==> config.mk <==
export PLATFORM = sky130hd
export DESIGN_NAME = fetch_prefetch_unit
export DESIGN_NICKNAME = d
export VERILOG_FILES = /design/src/rtl/fetch_pkg.sv /design/src/rtl/fetch_fifo.sv /design/src/rtl/fetch_prefetch_unit.sv
export SDC_FILE = /design/constraint.sdc
export NUM_CORES = 1
export LEC_CHECK = 0
export CORE_UTILIZATION = 42
export DETAILED_ROUTE_END_ITERATION = 16
export GPL_TIMING_DRIVEN = 1
export PLACE_DENSITY = 0.61
export RECOVER_POWER = 50
export SYNTH_ARGS = -nofsm -noshare
export SYNTH_HDL_FRONTEND = slang
export SYNTH_SLANG_ARGS = --single-unit
==> constraint.sdc <==
create_clock -name clk -period 3.8 [get_ports clk]
set_input_delay 0.76 -clock clk [delete_from_list [all_inputs] [get_ports clk]]
set_output_delay 0.76 -clock clk [all_outputs]
set_load 0.02 [all_outputs]
==> src/rtl/fetch_pkg.sv <==
// Shared types and helpers for the instruction-fetch prefetch front end.
package fetch_pkg;

  localparam logic [31:0] NOP_DEFAULT = 32'h0000_0000;

  typedef struct packed {
    logic [31:0] instr;
    logic [31:0] pc;
  } fetch_entry_t;

  function automatic int count_width(input int depth);
    return $clog2(depth + 1);
  endfunction

endpackage

==> src/rtl/fetch_fifo.sv <==
// Small synchronous FIFO with synchronous flush; used for the instruction queue
// and for the PCs of outstanding memory requests.
module fetch_fifo
  import fetch_pkg::*;
#(
  parameter int WIDTH = 64,
  parameter int DEPTH = 4
) (
  input  logic                            clk,
  input  logic                            reset,
  input  logic                            flush,
  input  logic                            push,
  input  logic                            pop,
  input  logic [WIDTH-1:0]                wdata,
  output logic [WIDTH-1:0]                rdata,
  output logic                            full,
  output logic                            empty,
  output logic [count_width(DEPTH)-1:0]   count
);

  localparam int AW = $clog2(DEPTH);
  localparam int CW = count_width(DEPTH);

  logic [WIDTH-1:0] mem [DEPTH];
  logic [AW-1:0]    wr_ptr;
  logic [AW-1:0]    rd_ptr;
  logic             do_push;
  logic             do_pop;

  assign empty   = (count == '0);
  assign full    = (count == CW'(DEPTH));
  assign do_pop  = pop && !empty;
  // A push into a full FIFO is only legal when the head leaves in the same cycle.
  assign do_push = push && (!full || do_pop);
  assign rdata   = mem[rd_ptr];

  always_ff @(posedge clk or posedge reset) begin
    if (reset) begin
      wr_ptr <= '0;
      rd_ptr <= '0;
      count  <= '0;
    end else if (flush) begin
      wr_ptr <= '0;
      rd_ptr <= '0;
      count  <= '0;
    end else begin
      if (do_push) wr_ptr <= wr_ptr + 1'b1;
      if (do_pop)  rd_ptr <= rd_ptr + 1'b1;
      if (do_push && !do_pop)      count <= count + 1'b1;
      else if (do_pop && !do_push) count <= count - 1'b1;
    end
  end

  always_ff @(posedge clk) begin
    if (do_push && !flush) mem[wr_ptr] <= wdata;
  end

endmodule

==> src/rtl/fetch_prefetch_unit.sv <==
// Fetch front end: issues word-addressed requests, tracks in-flight and stale
// responses across redirects, and buffers instructions for decode.
module fetch_prefetch_unit
  import fetch_pkg::*;
#(
  parameter int                XLEN     = 32,
  parameter int                DEPTH    = 4,
  parameter logic [XLEN-1:0]   RESET_PC = '0,
  parameter logic [XLEN-1:0]   PC_STEP  = XLEN'(1),
  parameter logic [XLEN-1:0]   NOP      = XLEN'(NOP_DEFAULT)
) (
  input  logic                          clk,
  input  logic                          reset,
  input  logic                          redirect,
  input  logic [XLEN-1:0]               redirect_pc,
  output logic                          imem_req_valid,
  input  logic                          imem_req_ready,
  output logic [XLEN-1:0]               imem_req_addr,
  input  logic                          imem_rsp_valid,
  input  logic [XLEN-1:0]               imem_rsp_data,
  output logic                          dec_valid,
  input  logic                          dec_ready,
  output logic [XLEN-1:0]               dec_instr,
  output logic [XLEN-1:0]               dec_pc,
  output logic [XLEN-1:0]               dec_npc,
  output logic [count_width(DEPTH)-1:0] occupancy
);

  localparam int CW = count_width(DEPTH);

  typedef struct packed {
    logic [XLEN-1:0] instr;
    logic [XLEN-1:0] pc;
  } entry_t;

  logic [XLEN-1:0] pc_q;
  logic [CW-1:0]   inflight;
  logic [CW-1:0]   discard;
  logic [CW:0]     credit_used;
  logic            fire;
  logic            rsp_ok;
  logic            enq;
  logic            deq;
  entry_t          q_wdata;
  entry_t          q_rdata;
  logic            q_full;
  logic            q_empty;
  logic [XLEN-1:0] a_rdata;
  logic            a_full;
  logic            a_empty;
  logic [CW-1:0]   a_count;
  logic            unused_status;

  // Credits count registered state only, so a dequeue this cycle frees nothing yet.
  assign credit_used    = {1'b0, occupancy} + {1'b0, inflight};
  assign imem_req_valid = !reset && !redirect && (credit_used < (CW+1)'(DEPTH));
  assign imem_req_addr  = pc_q;
  assign fire           = imem_req_valid && imem_req_ready;

  // A response with nothing outstanding is a protocol error and is ignored.
  assign rsp_ok = imem_rsp_valid && (inflight != '0);
  assign enq    = rsp_ok && (discard == '0) && !redirect && !a_empty;
  assign deq    = !q_empty && dec_ready && !redirect;

  assign q_wdata.instr = imem_rsp_data;
  assign q_wdata.pc    = a_rdata;

  assign unused_status = ^{q_full, a_full, a_count};

  always_ff @(posedge clk or posedge reset) begin
    if (reset) begin
      pc_q     <= RESET_PC;
      inflight <= '0;
      discard  <= '0;
    end else if (redirect) begin
      // Everything still outstanding after this edge belongs to the old stream.
      pc_q     <= redirect_pc;
      inflight <= inflight - CW'(rsp_ok);
      discard  <= inflight - CW'(rsp_ok);
    end else begin
      if (fire) pc_q <= pc_q + PC_STEP;
      inflight <= inflight + CW'(fire) - CW'(rsp_ok);
      if (rsp_ok && discard != '0) discard <= discard - 1'b1;
    end
  end

  fetch_fifo #(.WIDTH(2*XLEN), .DEPTH(DEPTH)) u_instr_q (
    .clk   (clk),
    .reset (reset),
    .flush (redirect),
    .push  (enq),
    .pop   (deq),
    .wdata (q_wdata),
    .rdata (q_rdata),
    .full  (q_full),
    .empty (q_empty),
    .count (occupancy)
  );

  fetch_fifo #(.WIDTH(XLEN), .DEPTH(DEPTH)) u_addr_q (
    .clk   (clk),
    .reset (reset),
    .flush (redirect),
    .push  (fire),
    .pop   (enq),
    .wdata (pc_q),
    .rdata (a_rdata),
    .full  (a_full),
    .empty (a_empty),
    .count (a_count)
  );

  assign dec_valid = !q_empty;
  assign dec_instr = dec_valid ? q_rdata.instr : NOP;
  assign dec_pc    = dec_valid ? q_rdata.pc : '0;
  assign dec_npc   = dec_pc + PC_STEP;

  property p_no_orphan_rsp;
    @(posedge clk) disable iff (reset) imem_rsp_valid |-> (inflight != '0);
  endproperty
  a_no_orphan_rsp: assert property (p_no_orphan_rsp);

endmodule

=== Word level (Yosys, flattened, before mapping) ===
Memories as Yosys holds them, arrays and structs flattened.
Index checks and enable logic that the tools add are counted.

* $lt $le $gt $ge: 1
* Reductions and logical operators: 45
* Add/sub/neg operators: 15
* Equal/unequal tests: 2
* Muxes and demuxes: 25

{| class="wikitable"
|+ Operator list
! operator !! count
|-
| 2-to-1 mux 32 bit || 4
|-
| adder 32 x 1 -> 32 bit, second input constant || 2
|-
| 2-to-1 mux 3 bit || 9
|-
| logical AND 1 bit || 20
|-
| 2-to-1 mux 2 bit || 8
|-
| nonzero test 2 bit || 6
|-
| nonzero test 3 bit || 4
|-
| logical NOT 1 bit || 10
|-
| logical NOT 3 bit || 3
|-
| subtractor 3 x 1 -> 3 bit, second input constant || 3
|-
| adder 2 x 1 -> 2 bit, second input constant || 4
|-
| adder 3 x 1 -> 3 bit, second input constant || 2
|-
| equality test 3 bit, second input constant || 2
|-
| subtractor 3 x 1 -> 3 bit || 2
|-
| adder 3 x 3 -> 4 bit || 1
|-
| < comparator 4 x 3 -> 1 bit, second input constant || 1
|-
| 2-to-1 mux 1 bit || 4
|-
| adder 3 x 1 -> 3 bit || 1
|-
| logical OR 1 bit || 2
|}

* Output and inout bits: 133
* Memory bits (writable): 384
* Input bits: 70
* Register bits after elaboration: 52
* Logic and storage cells: 99
* Memories: 2

{| class="wikitable"
|+ Memories
! memory !! words !! width !! rd ports !! clocked after memory_dff !! write ports !! line !! text
|-
| u_instr_q.mem || 4 || 64 || 1 || 0 || 1 || fetch_fifo.sv:24 || <nowiki>logic [WIDTH-1:0] mem [DEPTH];</nowiki>
|-
| u_addr_q.mem || 4 || 32 || 1 || 0 || 1 || fetch_fifo.sv:24 ||
|}

=== Depth between registers and ports, before layout ===
* Depth in word-level cells: 13
* Depth in mapped cells: 14
* Gate-level depth less buffers: 11

=== Cells and area by module ===
A second synthesis with hierarchy kept.

* Cells, all modules: 1079
* Area total of the unflattened synthesis: 18541.5 um^2

{| class="wikitable"
|+ Modules (own cells, without submodules)
! module !! cells each !! seq. area each (um^2) !! instances !! area an instance (um^2)
|-
| fetch_fifo (u_instr_q) || 398 || 7862.5 || 1 || 9793.1
|-
| fetch_fifo (u_addr_q) || 232 || 4018.9 || 1 || 5191.2
|-
| fetch_prefetch_unit || 449 || 950.9 || 1 || 3557.2
|}

=== Worst setup path before layout ===
No wires, ideal clock.

* Path type: flip-flop to output port
* Start point: register u_instr_q.count[2]
* End point: output dec_npc[30]
* Path buffers: 2
* Setup slack: -342 ps
* Required time: 3040 ps
* Cell stages (with the launch flop): 12
* Arrival: 3382 ps
* Path through: dfrtp_1 > nor3_2 > inv_1 > clkbuf_1 > clkbuf_1 > and2_1 > ha_1 > nand3_2 > or4_4 > nor3b_2 > nand4_1 > xnor2_1

* Longest elaborated chain between the ends: 3

{| class="wikitable"
|+ RTL lines
! element !! line !! text
|-
| start: declaration || fetch_fifo.sv:18 || <nowiki>output logic [count_width(DEPTH)-1:0] count</nowiki>
|-
| start signal: assignment || fetch_fifo.sv:49 || <nowiki>if (do_push && !do_pop) count <= count + 1'b1;</nowiki>
|-
| start signal: assignment || fetch_fifo.sv:50 || <nowiki>else if (do_pop && !do_push) count <= count - 1'b1;</nowiki>
|-
| logical NOT 3 bit || fetch_fifo.sv:30 || <nowiki>assign empty = (count == '0);</nowiki>
|-
| 2-to-1 mux 32 bit || fetch_prefetch_unit.sv:115 || <nowiki>assign dec_pc = dec_valid ? q_rdata.pc : '0;</nowiki>
|-
| named net dec_pc[1] || fetch_prefetch_unit.sv:24 || <nowiki>output logic [XLEN-1:0] dec_pc,</nowiki>
|-
| adder 32 x 1 -> 32 bit || fetch_prefetch_unit.sv:116 || <nowiki>assign dec_npc = dec_pc + PC_STEP;</nowiki>
|-
| end: declaration || fetch_prefetch_unit.sv:25 || <nowiki>output logic [XLEN-1:0] dec_npc,</nowiki>
|}

The timed path passes the listed nets, and every way through them passes these cells.

=== Worst setup path in the final report ===
* Start point: register u_instr_q.rd_ptr[0]
* End point: output dec_npc[18]

* Longest elaborated chain between the ends: 3

{| class="wikitable"
|+ RTL lines
! element !! line !! text
|-
| start: declaration || fetch_fifo.sv:26 || <nowiki>logic [AW-1:0] rd_ptr;</nowiki>
|-
| start signal: assignment || fetch_fifo.sv:48 || <nowiki>if (do_pop) rd_ptr <= rd_ptr + 1'b1;</nowiki>
|-
| memory (4 x 64 bit) || n/a ||
|-
| 2-to-1 mux 32 bit || fetch_prefetch_unit.sv:115 ||
|-
| adder 32 x 1 -> 32 bit || fetch_prefetch_unit.sv:116 ||
|}

Every way passes these cells.

==> impl_summary.txt <==
----------------------------------------------------
[Detailed routing]
  Detail-routed net length per standard cell ... 20.4 microns
  DRC errors left ... 0
  Detailed-router iteration count before antenna repair ... 5
  Met3 routed wirelength ... 2180 microns
  Highest routed metal layer ... met5
  Iter 0 DRT Violations ... 585
  DR WL met2 ... 18200 microns
  Vias per std cell ... 5.26
  Met1 layer wirelength in the final routing ... 19400 microns
  DRT Wirelength ... 40500 microns
  Detailed-route via count ... 10400
  Antenna violation net count after detailed routing ... 0

[Global route]
  Pin count of the biggest net entering global routing ... 65
  GR Util All Layers ... 18.7%
  Initial antenna violation count ... 2
  Wire length of the first global-routing pass ... 62800 microns
  Global-route congestion overflow total ... 0
  Vias in the first global route ... 10800

[Timing]
  Number of setup violations in the final report ... 3
  Final Max Tran Viols ... 66
  Clock Skews ... 0.0273 ns
  Maximum clock rate ... 260 MHz
  Final worst path period share ... 101%
  Slew headroom ... -13.1%
  Unrepaired setup endpoints after global routing ... yes
  Worst Tran Pin Value ... 1.70 ns
  Final critical delay including setup and external delays ... 3.84 ns
  Hold Vio Cnt, Final ... 0
  Worst Slack Setup Final ... -0.0440 ns
  Final hold slack ... 0.547 ns

[Synth]
  Synthesized-area fraction occupied by xor and xnor cells ... 2.24%
  Synthesized netlist net count ... 1167
  Simple-gate share of the synthesized area ... 8.67%
  Number of distinct standard cells referenced by the synthesized netlist ... 58
  Post-synthesis share of cell area spent on full adders, half adders and majority gates ... 1.55%
  Leading register cell type out of synthesis ... sky130_fd_sc_hd__edfxtp_1
  Cell types occupying the most area after synthesis ... sky130_fd_sc_hd__edfxtp_1 (63%), sky130_fd_sc_hd__mux4_2 (11%), sky130_fd_sc_hd__dfrtp_1 (7.1%), sky130_fd_sc_hd__and2_1 (2.2%), sky130_fd_sc_hd__mux4_1 (1.7%)
  Synth Cell Area ... 0.0184 sq mm
  Number of synthesized flops with an enable pin ... 384
  Count of mapped cells out of synthesis ... 1076
  Synth warn ... 0
  Cell type with the largest total area after synthesis ... sky130_fd_sc_hd__edfxtp_1
  Post-Synthesis Mean Instance Area ... 17.1 sq um
  Synth Area in Compound Gates ... 3.10%
  Register area share after synthesis ... 69.8%
  Area fraction of the dominant cell type after synthesis ... 62.7%
  Seq cells post-synth ... 436
  Main combinational cell family by area after synthesis ... multiplexers
  Share of synthesized registers carrying an async set or reset ... 11.9%
  Mux cell area share after synthesis ... 12.6%

[Pwr]
  Static leakage ... 8.02 nW
  Pwr Total ... 15.0 mW
  Total power density per cell area ... 643 mW/mm^2
  Worst IR drop on VDD ... 0.419 mV

[Worst setup path]
  Highest-delay cell along the critical path ... sky130_fd_sc_hd__dfrtp_4
  Critical Path AT ... 3.08 ns
  Kind of capture point of the worst setup path ... output pin
  Delay of the slowest cell on the worst path ... 0.51 ns
  Kind of start point of the critical path ... register
  Minimum setup slack among reg-to-reg paths ... 0.28 ns
  Data required time of the critical path ... 3.04 ns
  Path type of the worst setup path ... reg2out
  Cell seen most often among critical-path stages ... sky130_fd_sc_hd__buf_4
  Crit path max fanout ... 14
  Cell Chain, Critical Path ... buf_12, mux4_2, buf_6, nand3_4, or4_4, nor3b_4, buf_4, nand3_2, xnor2_2, buf_4

[Clock network]
  Clock latency on the worst-skew pair ... 0.57 ns
  Clock tree from TritonCTS ... built
  Hold-fix buffer count after cts ... 0
  Clock root cell ... sky130_fd_sc_hd__clkbuf_16
  Clock transition time at the flip-flop clock pins of the worst setup and hold paths ... 0.06 ns
  CTS buffer count ... 46
  Clk sinks ... 436
  CTS H-tree depth ... 2
  Maximum clock path buffer count ... 3

[Cells and area]
  Number of standard cells in the final layout excluding fillers ... 1982
  Final Core Density ... 54.1%
  Fraction of final layout cells sized beyond drive strength 1 ... 22.4%
  Total inserted antenna cells ... 0
  Nets ... 1452
  Area added between synthesis and finish ... 26.8%

[Die]
  Die height ... 211 microns
  Initial cell density of the core ... 42.7%
  Core Box Area ... 0.0431 sq mm
  DIE AREA ... 0.0446 sq mm
  I/O pins ... 203
  FP Rows ... 76
  Chip Width ... 211 microns

[Flow run]
  Number of max-cap violations ... 2

[Run status]
  Violations in the final reports ... capacitance limit, slew limit, setup timing
  Status ... finished, violations left

[Place]
  Quantity of I/O buffers inserted on ports ... 202
  Post-Place Cells ... 1893
  Routability Congestion ... 0.783
  Half-perimeter wire length after detailed placement ... 26800 microns
  Pre-CTS setup slack ... -0.0665 ns

[Hold path]
  Worst min-delay path category ... reg2reg

----------------------------------------------------
[layout make-up]
cell class	instances	area [sq um]
inverter	37	139
fill	3517	19800
clock inverter	29	305
multi-input combinational	553	5290
sequential	436	12800
clock buffer	55	1240
timing repair buffer	287	2760
tap	585	732
[worst paths after layout]
kind / startpoint / endpoint / cells past startpoint
max: u_instr_q.rd_ptr[0] / dec_npc[18] / 10
min: u_addr_q.wr_ptr[0] / u_addr_q.wr_ptr[0] / 1
max reg2reg: u_instr_q.count[2] / u_addr_q.count[1] / 10
min reg2reg: u_addr_q.wr_ptr[0] / u_addr_q.wr_ptr[0] / 1
max in group asynchronous: reset / imem_req_addr[28] / 3
min in group asynchronous: reset / inflight[2] / 2
[cells in the mapped netlist, drive strengths merged, types with 3 or more instances]
| master | n |
|---|---|
| a211oi | 3 |
| a21oi | 15 |
| a221o | 5 |
| a31oi | 5 |
| and2 | 66 |
| and3 | 8 |
| buf | 21 |
| clkbuf | 29 |
| dfrtp | 52 |
| edfxtp | 384 |
| fa | 3 |
| ha | 18 |
| inv | 37 |
| mux2i | 5 |
| mux4 | 98 |
| nand2 | 78 |
| nand2b | 3 |
| nand3 | 30 |
| nand4 | 21 |
| nand4b | 3 |
| nor2 | 45 |
| nor3 | 15 |
| nor4 | 10 |
| o211ai | 5 |
| o21ai | 36 |
| o311ai | 7 |
| or3 | 3 |
| xnor2 | 24 |
| xor2 | 23 |
[worst max-delay path, delay by kind of cell, from the launching register on]
family,cells,cell delay [ns]
AND/OR/NAND/NOR,4,0.88
buffers and inverters,4,0.59
flip-flops,1,0.51
multiplexers,1,0.39
XOR/XNOR,1,0.13
[layer usage]
metal	track usage, %	up-vias
met5	0	-
met4	4.92	4
met3	3.05	52
met2	28.9	331
met1	27.4	5283
li1	-	4763
[power by group]
part	total (mW)	switching (mW)	leakage [nW]	internal (mW)
logic	4.79	2.66	3.16	2.13
registers	5.66	0.207	4.10	5.45
clock network	4.52	1.79	0.755	2.73
[cell usage in the layout, fill, tap and decap left out, types with 6 or more instances in the layout]
master	Yosys	layout
sky130_fd_sc_hd__edfxtp_1	384	384
sky130_fd_sc_hd__clkdlybuf4s50_1	0	109
sky130_fd_sc_hd__mux4_2	86	93
sky130_fd_sc_hd__nand2_1	76	74
sky130_fd_sc_hd__buf_4	1	72
sky130_fd_sc_hd__dlygate4sd3_1	0	64
sky130_fd_sc_hd__and2_1	66	61
sky130_fd_sc_hd__clkbuf_16	0	47
sky130_fd_sc_hd__dfrtp_1	52	47
sky130_fd_sc_hd__nor2_1	45	42
sky130_fd_sc_hd__inv_1	37	36
sky130_fd_sc_hd__o21ai_0	36	36
sky130_fd_sc_hd__nand3_1	27	25
sky130_fd_sc_hd__xor2_1	23	23
sky130_fd_sc_hd__xnor2_1	24	20
sky130_fd_sc_hd__nand4_1	19	19
sky130_fd_sc_hd__ha_1	18	17
sky130_fd_sc_hd__a21oi_1	15	15
sky130_fd_sc_hd__buf_12	0	13
sky130_fd_sc_hd__clkinv_2	0	10
sky130_fd_sc_hd__clkbuf_1	29	10
sky130_fd_sc_hd__nor3_1	12	9
sky130_fd_sc_hd__and3_1	8	8
sky130_fd_sc_hd__o311ai_0	7	7
sky130_fd_sc_hd__clkinv_1	0	7
sky130_fd_sc_hd__buf_2	9	7
sky130_fd_sc_hd__nor3_2	3	6
sky130_fd_sc_hd__bufinv_16	0	6
sky130_fd_sc_hd__buf_6	3	6
[sequential cells by signal, indices dropped and copies added (netlist names)]
signal            flops
discard               3
imem_req_addr        32
inflight              3
u_addr_q.count        3
u_addr_q.mem        128
u_addr_q.rd_ptr       2
u_addr_q.wr_ptr       2
u_instr_q.count       3
u_instr_q.mem       256
u_instr_q.rd_ptr      2
u_instr_q.wr_ptr      2
[stage by stage]
step / setup TNS (ns) / instance area, sq um
after floorplan: -0.0379 / 18400
after global placement: -0.0866 / 21700
after detailed placement: -0.106 / 21700
after CTS: -0.450 / 23300
after global routing: -3.13 / 23300
final: -0.0728 / 23300
[repair_timing]
action / CTS / global route
resized for setup: 120 / 23
endpoints found under the setup margin: 27 / 23
buffers inserted: 4 / 1
pin swaps: 6 / 1
hold endpoints to repair: 0 / 0
[kinds of logic after synthesis]
kind of cell | count (synthesis)
DFF | 436
and+or+nand+nor | 293
muxes | 105
AOI/OAI and AO/OA | 87
buffers and inverters | 87
xor gates and xnor gates | 47
adders and majority gates | 21
(Power assumes the default switching activity.)
